**config.mk**
```make
export PLATFORM = sky130hd
export DESIGN_NAME = demux_reg
export DESIGN_NICKNAME = d
export VERILOG_FILES = /design/src/rtl/demux_reg_pkg.sv /design/src/rtl/demux_reg_out_slot.sv /design/src/rtl/demux_reg.sv
export SDC_FILE = /design/constraint.sdc
export NUM_CORES = 1
export LEC_CHECK = 0
export BUFFER_PORTS_ARGS = -buffer_cell sky130_fd_sc_hd__buf_4
export CAP_MARGIN = 20
export CORE_MARGIN = 10
export CORE_UTILIZATION = 30
export CTS_BUF_LIST = sky130_fd_sc_hd__clkbuf_8
export DETAILED_ROUTE_END_ITERATION = 8
export GPL_TIMING_DRIVEN = 0
export SYNTH_ARGS = -nofsm -noshare
export SYNTH_HDL_FRONTEND = slang
export SYNTH_SLANG_ARGS = --single-unit
```
**constraint.sdc**
```tcl
create_clock -name clk -period 1.4 [get_ports clk]
set_input_delay 0.35 -clock clk [delete_from_list [all_inputs] [get_ports clk]]
set_output_delay 0.35 -clock clk [all_outputs]
set_load 0.02 [all_outputs]
```
**src/rtl/demux_reg_pkg.sv**
```systemverilog
// Purpose     : shared types and constants for the registered 1-to-2 demux.
// Latency     : n/a (package only).
// Backpressure: n/a (package only).
//
// Contents:
//   ch_state_t      - per-channel output slot state (CH_EMPTY / CH_FULL)
//   SEL_P / SEL_Q   - select encodings for the two output channels
//   DEF_WIDTH       - default data width
//   DEF_CNT_W       - default width of the optional per-channel beat counters
package demux_pkg;

    typedef enum logic {
        CH_EMPTY = 1'b0,
        CH_FULL  = 1'b1
    } ch_state_t;

    localparam logic SEL_P = 1'b0;
    localparam logic SEL_Q = 1'b1;

    localparam int DEF_WIDTH = 8;
    localparam int DEF_CNT_W = 8;

endpackage : demux_pkg

```
**src/rtl/demux_reg_out_slot.sv**
```systemverilog
// Purpose     : one-entry valid/ready output register for one demux channel.
// Latency     : 1 cycle from i_load to o_vld.
// Backpressure: holds o_dat/o_vld while i_rdy is low; drain and refill in the same cycle.
//
// Optional feature macro: DEMUX_CNT_EN
//   defined   - o_cnt counts completed output handshakes, wrapping silently.
//   undefined - no counter register; o_cnt is tied to zero.
//
// Ports:
//   clk     in   system clock
//   rst_n   in   asynchronous active-low reset; discards any held beat
//   i_load  in   an accepted input beat is routed to this slot this cycle
//   i_dat   in   data to capture when i_load is high
//   i_rdy   in   downstream consumer accepts the held beat
//   o_vld   out  slot holds a beat
//   o_dat   out  held data
//   o_cnt   out  completed output handshakes (zero when the counter is not built)
module demux_out_slot
    import demux_pkg::*;
#(
    parameter int WIDTH = DEF_WIDTH,
    parameter int CNT_W = DEF_CNT_W
) (
    input  logic             clk,
    input  logic             rst_n,
    input  logic             i_load,
    input  logic [WIDTH-1:0] i_dat,
    input  logic             i_rdy,
    output logic             o_vld,
    output logic [WIDTH-1:0] o_dat,
    output logic [CNT_W-1:0] o_cnt
);

    ch_state_t        r_state;
    ch_state_t        w_state_nxt;
    logic [WIDTH-1:0] r_dat;
    logic             w_drain;

    // A handshake completes whenever the slot is full and the consumer is ready.
    assign w_drain = (r_state == CH_FULL) && i_rdy;

    // State register.
    always_ff @(posedge clk or negedge rst_n) begin
        if (!rst_n) begin
            r_state <= CH_EMPTY;
        end else begin
            r_state <= w_state_nxt;
        end
    end

    // Next-state logic. A load always wins: if the slot is drained and
    // refilled in the same cycle it simply stays FULL with the new beat.
    always_comb begin
        w_state_nxt = r_state;
        unique case (r_state)
            CH_EMPTY: begin
                if (i_load) begin
                    w_state_nxt = CH_FULL;
                end
            end
            CH_FULL: begin
                if (i_load) begin
                    w_state_nxt = CH_FULL;
                end else if (w_drain) begin
                    w_state_nxt = CH_EMPTY;
                end
            end
            default: w_state_nxt = CH_EMPTY;
        endcase
    end

    // Data register. Only written on a load, so the value is stable while
    // the beat is held under backpressure. It is not cleared on drain;
    // consumers qualify it with o_vld.
    always_ff @(posedge clk or negedge rst_n) begin
        if (!rst_n) begin
            r_dat <= '0;
        end else if (i_load) begin
            r_dat <= i_dat;
        end
    end

    assign o_vld = (r_state == CH_FULL);
    assign o_dat = r_dat;

`ifdef DEMUX_CNT_EN
    logic [CNT_W-1:0] r_cnt;

    // Counts delivered beats; natural wrap at 2^CNT_W.
    always_ff @(posedge clk or negedge rst_n) begin
        if (!rst_n) begin
            r_cnt <= '0;
        end else if (w_drain) begin
            r_cnt <= r_cnt + 1'b1;
        end
    end

    assign o_cnt = r_cnt;
`else
    assign o_cnt = '0;
`endif

endmodule : demux_out_slot

```
**src/rtl/demux_reg.sv**
```systemverilog
// Purpose     : registered 1-to-2 demux; routes one input stream to channel P or Q by sel.
// Latency     : 1 cycle from accepted input beat to p_valid/q_valid.
// Backpressure: d_ready follows only the selected channel; the other channel drains freely.
//
// Optional feature macro: DEMUX_CNT_EN (per-channel delivered-beat counters
// on p_cnt/q_cnt; when undefined both ports are tied to zero).
//
// Ports:
//   clk      in   system clock
//   rst_n    in   asynchronous active-low reset
//   d_in     in   input data (WIDTH)
//   d_valid  in   input beat present
//   sel      in   0 routes to P, 1 routes to Q; ignored when d_valid is low
//   d_ready  out  input accepted when high together with d_valid
//   p_out    out  channel P data (WIDTH)
//   p_valid  out  channel P holds a beat
//   p_ready  in   channel P consumer accepts
//   q_out    out  channel Q data (WIDTH)
//   q_valid  out  channel Q holds a beat
//   q_ready  in   channel Q consumer accepts
//   p_cnt    out  beats delivered on P (CNT_W)
//   q_cnt    out  beats delivered on Q (CNT_W)
module demux_reg
    import demux_pkg::*;
#(
    parameter int WIDTH = DEF_WIDTH,
    parameter int CNT_W = DEF_CNT_W
) (
    input  logic             clk,
    input  logic             rst_n,
    input  logic [WIDTH-1:0] d_in,
    input  logic             d_valid,
    input  logic             sel,
    output logic             d_ready,
    output logic [WIDTH-1:0] p_out,
    output logic             p_valid,
    input  logic             p_ready,
    output logic [WIDTH-1:0] q_out,
    output logic             q_valid,
    input  logic             q_ready,
    output logic [CNT_W-1:0] p_cnt,
    output logic [CNT_W-1:0] q_cnt
);

    logic w_p_free;
    logic w_q_free;
    logic w_accept;
    logic w_load_p;
    logic w_load_q;

    // A channel can take a beat when it is empty or is being drained this
    // cycle, which gives one beat per cycle per channel.
    assign w_p_free = !p_valid || p_ready;
    assign w_q_free = !q_valid || q_ready;

    // Readiness looks only at the selected channel, so a stalled channel
    // never blocks traffic headed for the other one.
    assign d_ready  = (sel == SEL_Q) ? w_q_free : w_p_free;
    assign w_accept = d_valid && d_ready;

    assign w_load_p = w_accept && (sel == SEL_P);
    assign w_load_q = w_accept && (sel == SEL_Q);

    demux_out_slot #(
        .WIDTH (WIDTH),
        .CNT_W (CNT_W)
    ) u_slot_p (
        .clk    (clk),
        .rst_n  (rst_n),
        .i_load (w_load_p),
        .i_dat  (d_in),
        .i_rdy  (p_ready),
        .o_vld  (p_valid),
        .o_dat  (p_out),
        .o_cnt  (p_cnt)
    );

    demux_out_slot #(
        .WIDTH (WIDTH),
        .CNT_W (CNT_W)
    ) u_slot_q (
        .clk    (clk),
        .rst_n  (rst_n),
        .i_load (w_load_q),
        .i_dat  (d_in),
        .i_rdy  (q_ready),
        .o_vld  (q_valid),
        .o_dat  (q_out),
        .o_cnt  (q_cnt)
    );

endmodule : demux_reg

```
* Yosys cells after proc, flatten, opt, wreduce, memory -nomap -nowiden *
Cells that the tools add are included.

operators by class
  multiply operators = 0
  multiplexer cells = 9
  div/mod/pow operators = 0
  magnitude comparators = 0
  reduce and logical (&&, ||, !) cells = 9
  add/subtract/negate cells = 0
  shifts and indexed selects = 0
  bitwise gates (word level) = 3
  equal/unequal tests = 0

operators with widths
  cell               count
  $mux 1             7
  $logic_and 1x1->1  5
  $pmux 1 s2         2
  $not 1->1          3
  $logic_not 1->1    2
  $logic_or 1x1->1   2

storage, ports and cells
  memory bits (read-only) = 0
  logic and storage cells = 25
  output and inout port bits = 35
  flip-flop bits (word level) = 18
  input port bits = 14
  RAM bits = 0
  latch bits = 0
  memories kept = 0

* Longest topological paths before layout *
Gate-level depths: netlist of the first run.

  word-level depth = 7
  depth in mapped cells = 4
  gate-level depth less buffers = 3

* Hierarchy *
A second synthesis of the first run with hierarchy kept.

unflattened totals
  cell total of the unflattened synthesis = 65
  area, all modules = 910.9 um2

modules (own cells, without submodules)
  module          area an instance (um2)  cells an instance  seq. area each (um2)  times used
  demux_out_slot  432.9                   29                 225.2                 2
  demux_reg       45.0                    7                  0.0                   1

* Least setup slack after synthesis of the first run *
No wires, ideal clock.

  path kind = register -> output
  from = reg u_slot_q.r_state (netlist: u_slot_q.o_vld)
  to = out d_ready
  arrival time = 1082 ps
  setup slack = -32 ps
  cell stages (with the launch flop) = 3
  required time = 1050 ps
  buffers on the path = 0
  path through = dfrtp_1 > and2b_2 > a21oi_1

on the way
  longest elaborated chain between the ends = 3

RTL lines
  what                    RTL line                  text
  start, declared         demux_reg_out_slot.sv:34  ch_state_t r_state;
  start signal, assigned  demux_reg_out_slot.sv:47  r_state <= w_state_nxt;
  $logic_not 1->1         demux_reg.sv:54           assign w_q_free = !q_valid || q_ready;
  $logic_or 1x1->1        demux_reg.sv:54
  $mux 1                  demux_reg.sv:58           assign d_ready = (sel == SEL_Q) ? w_q_free : w_p_free;
  end, declared           demux_reg.sv:34           output logic d_ready,

No other way between the ends.

* Worst setup path in the final report of the first run *
Same ends and word-level chain as after synthesis.

==> results of run 1 <==
[cell families (layout without fill, tap and decap cells)]
family,count (synthesis),count (layout),share of synthesized area (%)
AOI/OAI and AO/OA,1,1,0.557
buffers and inverters,17,55,15.6
DFF,18,18,50.2
muxes,16,16,23.4
other,1,16,0.418
and+or+nand+nor,9,9,9.76
[timing repair]
action	in CTS	in global routing
hold buffers	1	0
endpoints found under the hold margin	18	0
setup endpoints to repair	1	5
resized for setup	0	4
setup buffers	1	0
pin swaps	2	1
[worst paths after layout]
path	to	depth (start not counted)
max	d_ready	3
min	u_slot_p.o_dat[3]	2
max reg2reg	u_slot_q.o_dat[5]	4
min reg2reg	u_slot_q.o_dat[5]	1
max in group asynchronous	u_slot_p.o_dat[5]	2
min in group asynchronous	u_slot_q.o_vld	2
[routing by layer]
| layer | vias up | share of wire [%] |
|---|---|---|
| met5 | - | 0 |
| met4 | 0 | 1.4 |
| met3 | 2 | 13 |
| met2 | 30 | 50 |
| met1 | 266 | 36 |
| li1 | 279 | - |
[cell type report]
| cell class | instances | share of cell area, % |
|---|---|---|
| buffer | 17 | 10.6 |
| clock buffer | 4 | 4.16 |
| timing repair buffer | 34 | 19.5 |
| multi-input combinational | 42 | 28.8 |
| sequential | 18 | 34.0 |
| tap | 31 | 2.93 |
[critical path, stage by stage (launching register included)]
cell                      delay [ns]
sky130_fd_sc_hd__dfrtp_1        0.37
sky130_fd_sc_hd__and2b_2        0.20
sky130_fd_sc_hd__a21oi_2        0.11
sky130_fd_sc_hd__buf_4          0.15
[metrics by stage]
step | area (µm²) | hold WS [ns]
detailed placement | 1240 | 0.235
finish | 1320 | 0.335
CTS | 1310 | 0.326
floorplan | 957 | 0.0544
global route | 1320 | 0.322
global placement | 1240 | 0.232
[power by group through the flow]
stage / Clock [µW] / Combinational [µW] / Sequential (µW)
2_1_floorplan: 0 / 221 / 777
3_3_place_gp: 0 / 549 / 666
3_5_place_dp: 0 / 552 / 670
4_1_cts: 441 / 557 / 662
5_1_grt: 469 / 600 / 677
6_report: 416 / 564 / 661
[registers in the layout, summed over array words and instances (netlist names)]
signal and flops:
u_slot_p.o_vld 1, u_slot_q.o_dat 8, u_slot_q.o_vld 1, u_slot_p.o_dat 8
[cells in the mapped netlist]
| cell type | n |
|---|---|
| sky130_fd_sc_hd__mux2_4 | 8 |
| sky130_fd_sc_hd__buf_4 | 16 |
| sky130_fd_sc_hd__conb_1 | 1 |
| sky130_fd_sc_hd__buf_12 | 1 |
| sky130_fd_sc_hd__nor2_8 | 1 |
| sky130_fd_sc_hd__and2b_2 | 1 |
| sky130_fd_sc_hd__mux2_2 | 8 |
| sky130_fd_sc_hd__a21oi_1 | 1 |
| sky130_fd_sc_hd__nand2b_1 | 1 |
| sky130_fd_sc_hd__dfrtp_1 | 18 |
| sky130_fd_sc_hd__nor2b_4 | 1 |
| sky130_fd_sc_hd__nand2b_4 | 2 |
| sky130_fd_sc_hd__nor2_1 | 1 |
| sky130_fd_sc_hd__nand2_1 | 2 |
==> run_results.csv, run 1 <==
group,metric,value,unit
run,timing.max_cap.violations,0,
place,port_buffers,32,
die,core_area,2810,µm²
layout,nFillCells,275,
yosys,yosys.area.top_type,"sky130_fd_sc_hd__dfrtp_1",
drt,postRouteWirelength,1970,µm
yosys,avgSynthCellArea,14.5,µm²
clocking,cts.root.buffer_cell,"sky130_fd_sc_hd__clkbuf_8",
drt,drt_pass1_iterations,2,
sta,slew_viol_final,0,
drt,avgRoutedWirePerCell,13.5,µm
die,initial_utilization,32.0,%
power_and_ir_drop,leakage,0.000711,µW
grt,wire_length_of_the_first_global_routing_pass,3140,µm
sta,fin_crit_sh,102,%
clocking,cts.sinks,18,
layout,syn2layout_area_growth,47.6,%
clocking,cts.htree.levels,1,
setup_path,worst-setup-path-type,"reg -> out",
place,post-place-ws,0.0183,ns
drt,ant_nets,0,
yosys,post_synthesis_cell_area,897,µm²
grt,grt_pass1_vias,668,
power_and_ir_drop,pwr-share-seq,40.3,%
sta,final-hold-violation-count,0,
drt,drtIter0Drc,12,
sta,setup_tns,-0.0426,ns
die,num_rows,19,
layout,final-seq-area,450,µm²
drt,num_vias,577,
sta,rsz_0062_raised_after_global_routing,"true",
yosys,yosys_register_bits,18,
setup_path,cp_max_fo,2,
power_and_ir_drop,switching_power,487,µW
setup_path,worstSetupStartpointType,"flip-flop",
power_and_ir_drop,totalPowerFinal,1640,µW
grt,grt_use_met2,12.9,%
setup_path,worst-r2r-setup-slack,-0.01,ns
grt,busiest_layer,"met2",
die,boundaryPins,49,
drt,detail_route.drc_violations,0,
clocking,clkTransAtPathRegs,0.07,ns
clocking,clock_buffer_count_from_cts,3,
yosys,synthTopCellsByArea,"sky130_fd_sc_hd__dfrtp_1 (50%), sky130_fd_sc_hd__buf_4 (13%), sky130_fd_sc_hd__mux2_4 (13%)",
yosys,yosys_warnings,0,
setup_path,arrival,1.08,ns
power_and_ir_drop,p_sw_share,29.7,%
setup_path,critPathRequiredTime,1.05,ns
sta,final-setup-viol-count,5,
sta,final_critical_path_setup_slack,-0.0290,ns
clocking,ctsLongestPathBuffers,2,
drt,post_drt_via_cell_ratio,3.95,
die,die_area,5580,µm²
min_path,hold_wc_startpoint,"d_in[3]",
grt,overall_track_demand_over_capacity_in_global_routing,7.46,%
layout,most-common-layout-cells,"sky130_fd_sc_hd__buf_4 (49), sky130_fd_sc_hd__dfrtp_1 (18), sky130_fd_sc_hd__conb_1 (16)",
power_and_ir_drop,power_frac_comb,34.3,%
grt,grt-ovfl-total,0,
layout,final_core_util,47.2,%
layout,multi_input_comb_area,382,µm²
min_path,hold_class,"in -> reg",
place,hpwlAfterDp,1580,µm
yosys,synthDominantCellAreaShare,50.2,%
yosys,synth_cell_type_count,14,
run_status,failed_checks,"setup timing",
yosys,synth_cells,62,
run_status,status,"complete, but fails checks",
power_and_ir_drop,irDropWorstVdd,0.000839,V
die,die-width,74.7,µm
setup_path,worst_setup_path_startpoint,"u_slot_q.o_vld",
setup_path,reg2reg_from,"u_slot_q.o_vld",
sta,finalWorstPathRequiredPeriod,1.43,ns
yosys,synth-seq-area-share,50.2,%
layout,final_net_count,130,
place,gp_congestion,0.679,
layout,drive_above_1_share,66.1,%
place,place_inst,140,
die,chipHeight,74.7,µm
layout,final_cell_count_no_fill,146,
grt,initial_antenna_violation_count,0,
sta,clock-skew-final,0.00264,ns
setup_path,end_kind,"primary output",
power_and_ir_drop,share_clk_of_total_power,25.4,%
grt,grtUsageMet3,4.34,%
power_and_ir_drop,internal_power,1150,µW
clocking,cts_tree,"built",
layout,final_common_cell,"sky130_fd_sc_hd__buf_4",
clocking,clk_latency,0.25,ns
grt,grt_start_max_net_pins,19,
grt,met1_track_usage_gr,7.15,%
power_and_ir_drop,p_per_area,1240,nW/µm²
sta,max_freq,0.700,GHz
layout,antenna_cells,0,
No activity file was read; power rests on OpenSTA's default activity.
==> run 2, diff against run 1 <==
--- a/config.mk
+++ b/config.mk
@@ -9,7 +9,6 @@
 export CAP_MARGIN = 20
 export CORE_MARGIN = 10
 export CORE_UTILIZATION = 30
-export CTS_BUF_LIST = sky130_fd_sc_hd__clkbuf_8
 export DETAILED_ROUTE_END_ITERATION = 8
 export GPL_TIMING_DRIVEN = 0
 export SYNTH_ARGS = -nofsm -noshare
==> run_results.csv, run 2 (synthesis results as in run 1) <==
group,metric,value,unit
grt,wire_length_of_the_first_global_routing_pass,3200,µm
power_and_ir_drop,power_frac_comb,37.1,%
drt,num_vias,583,
clocking,cts.sinks,18,
power_and_ir_drop,p_sw_share,31.0,%
setup_path,cp_max_fo,2,
die,boundaryPins,49,
power_and_ir_drop,switching_power,480,µW
setup_path,arrival,1.13,ns
layout,antenna_cells,0,
place,hpwlAfterDp,1580,µm
drt,avgRoutedWirePerCell,13.7,µm
grt,grt_start_max_net_pins,19,
sta,final_critical_path_setup_slack,-0.0788,ns
drt,postRouteWirelength,1990,µm
setup_path,worstSetupStartpointType,"flip-flop",
power_and_ir_drop,irDropWorstVdd,0.000744,V
layout,syn2layout_area_growth,46.7,%
place,post-place-ws,0.0183,ns
clocking,ctsLongestPathBuffers,2,
layout,final_common_cell,"sky130_fd_sc_hd__buf_4",
layout,most-common-layout-cells,"sky130_fd_sc_hd__buf_4 (49), sky130_fd_sc_hd__dfrtp_1 (18), sky130_fd_sc_hd__conb_1 (16)",
run,timing.max_cap.violations,0,
grt,initial_antenna_violation_count,0,
sta,rsz_0062_raised_after_global_routing,"true",
setup_path,r2r_cell_count,4,
setup_path,critical_path.max_stage_delay,0.39,ns
die,chipHeight,74.7,µm
sta,final-hold-violation-count,0,
power_and_ir_drop,internal_power,1070,µW
setup_path,worst-r2r-setup-slack,-0.02,ns
layout,drive_above_1_share,66.1,%
clocking,cts_tree,"built",
grt,grt_pass1_vias,661,
setup_path,cell_with_the_biggest_individual_delay_on_the_critical_path,"sky130_fd_sc_hd__dfrtp_1",
min_path,min_delay_worst_endpoint,"u_slot_p.o_dat[3]",
clocking,cts.root.buffer_cell,"sky130_fd_sc_hd__clkbuf_4",
sta,max_freq,0.676,GHz
power_and_ir_drop,leakage,0.000714,µW
drt,drt_pass1_iterations,2,
clocking,cts.htree.levels,1,
min_path,hold_class,"in -> reg",
layout,final_area,1320,µm²
clocking,clkTransAtPathRegs,0.10,ns
clocking,clk_latency,0.29,ns
setup_path,path_cells,"and2b_2 -> a21oi_2 -> buf_4",
power_and_ir_drop,totalPowerFinal,1550,µW
layout,final_core_util,46.9,%
die,num_rows,19,
sta,fin_crit_sh,106,%
setup_path,critPathRequiredTime,1.05,ns
min_path,hold-path-cell-count,2,
setup_path,reg2reg_from,"u_slot_q.o_vld",
drt,ant_nets,0,
min_path,hold_wc_startpoint,"d_in[3]",
drt,post_drt_via_cell_ratio,3.99,
die,initial_utilization,32.0,%
power_and_ir_drop,p_per_area,1180,nW/µm²
layout,final-seq-area,450,µm²
drt,detail_route.drc_violations,0,
layout,final_net_count,130,
setup_path,worst-setup-path-type,"reg -> out",
place,gp_congestion,0.679,
sta,final-setup-viol-count,2,
die,die_area,5580,µm²
place,port_buffers,32,
clocking,clock_buffer_count_from_cts,3,
power_and_ir_drop,share_clk_of_total_power,20.2,%
run_status,failed_checks,"setup timing",
drt,drtIter0Drc,16,
die,die-width,74.7,µm
layout,nFillCells,277,
setup_path,worst_r2r_endpoint,"u_slot_q.o_dat[4]",
layout,multi_input_comb_area,393,µm²
die,core_area,2810,µm²
setup_path,end_kind,"primary output",
sta,clock-skew-final,0.00257,ns
sta,slew_viol_final,0,
sta,finalWorstPathRequiredPeriod,1.48,ns
grt,overall_track_demand_over_capacity_in_global_routing,7.54,%
grt,grt-ovfl-total,0,
power_and_ir_drop,pwr-share-seq,42.7,%
place,placed_area,1240,µm²
run_status,status,"complete, but fails checks",
run 2: stage by stage:
step,instances,hold slack (ns),setup TNS [ns]
after detailed placement,140,0.235,0
after CTS,146,0.275,-0.111
final,146,0.293,-0.104
after global routing,146,0.262,-0.438
after floorplan,77,0.0544,0
after global placement,140,0.232,0
run 2: critical path: cells and delay by family (launching register included):
kind | cells | cell delay (ns)
compound gates | 1 | 0.11
buf+inv | 1 | 0.15
simple gates | 1 | 0.20
flops | 1 | 0.39
run 2: how the worst max path moves through the flow:
stage | depth (start not counted) | slack (ns) | start | to
after floorplan | 3 | 0.08 | u_slot_q.o_vld | u_slot_q.o_dat[0]
final | 3 | -0.08 | u_slot_q.o_vld | d_ready
after global routing | 3 | -0.16 | u_slot_q.o_vld | d_ready
after CTS | 3 | -0.11 | u_slot_q.o_vld | d_ready
after global placement | 4 | 0.03 | q_ready | u_slot_q.o_dat[5]
after detailed placement | 4 | 0.02 | q_ready | u_slot_q.o_dat[7]
run 2: power groups by stage:
stage | clock network, µW | registers, µW | logic (µW)
detailed placement | 0 | 670 | 552
global placement | 0 | 666 | 549
floorplan | 0 | 777 | 221
CTS | 339 | 662 | 558
global route | 367 | 678 | 613
finish | 314 | 662 | 575
run 2: area by class of cell:
type                       count  area share [%]
clock buffer                   4            2.76
sequential                    18            34.2
multi-input combinational     42            29.8
buffer                        17            10.6
tap                           31            2.95
timing repair buffer          34            19.6
run 2: timing repair:
item,4_1_cts,5_1_grt
endpoints found under the setup margin,1,8
hold endpoints to repair,18,0
setup buffers,1,0
hold buffers,1,0
cloned,0,0
pin swaps,2,1
gates resized for setup,0,7
run 2: metal layers:
layer / part of all wire (%) / vias to the layer above / track usage [%]
li1: - / 279 / -
met1: 37 / 272 / 7.53
met2: 50 / 30 / 12.7
met3: 12 / 2 / 4.34
met4: 1.4 / 0 / 3.15
met5: 0 / - / 0
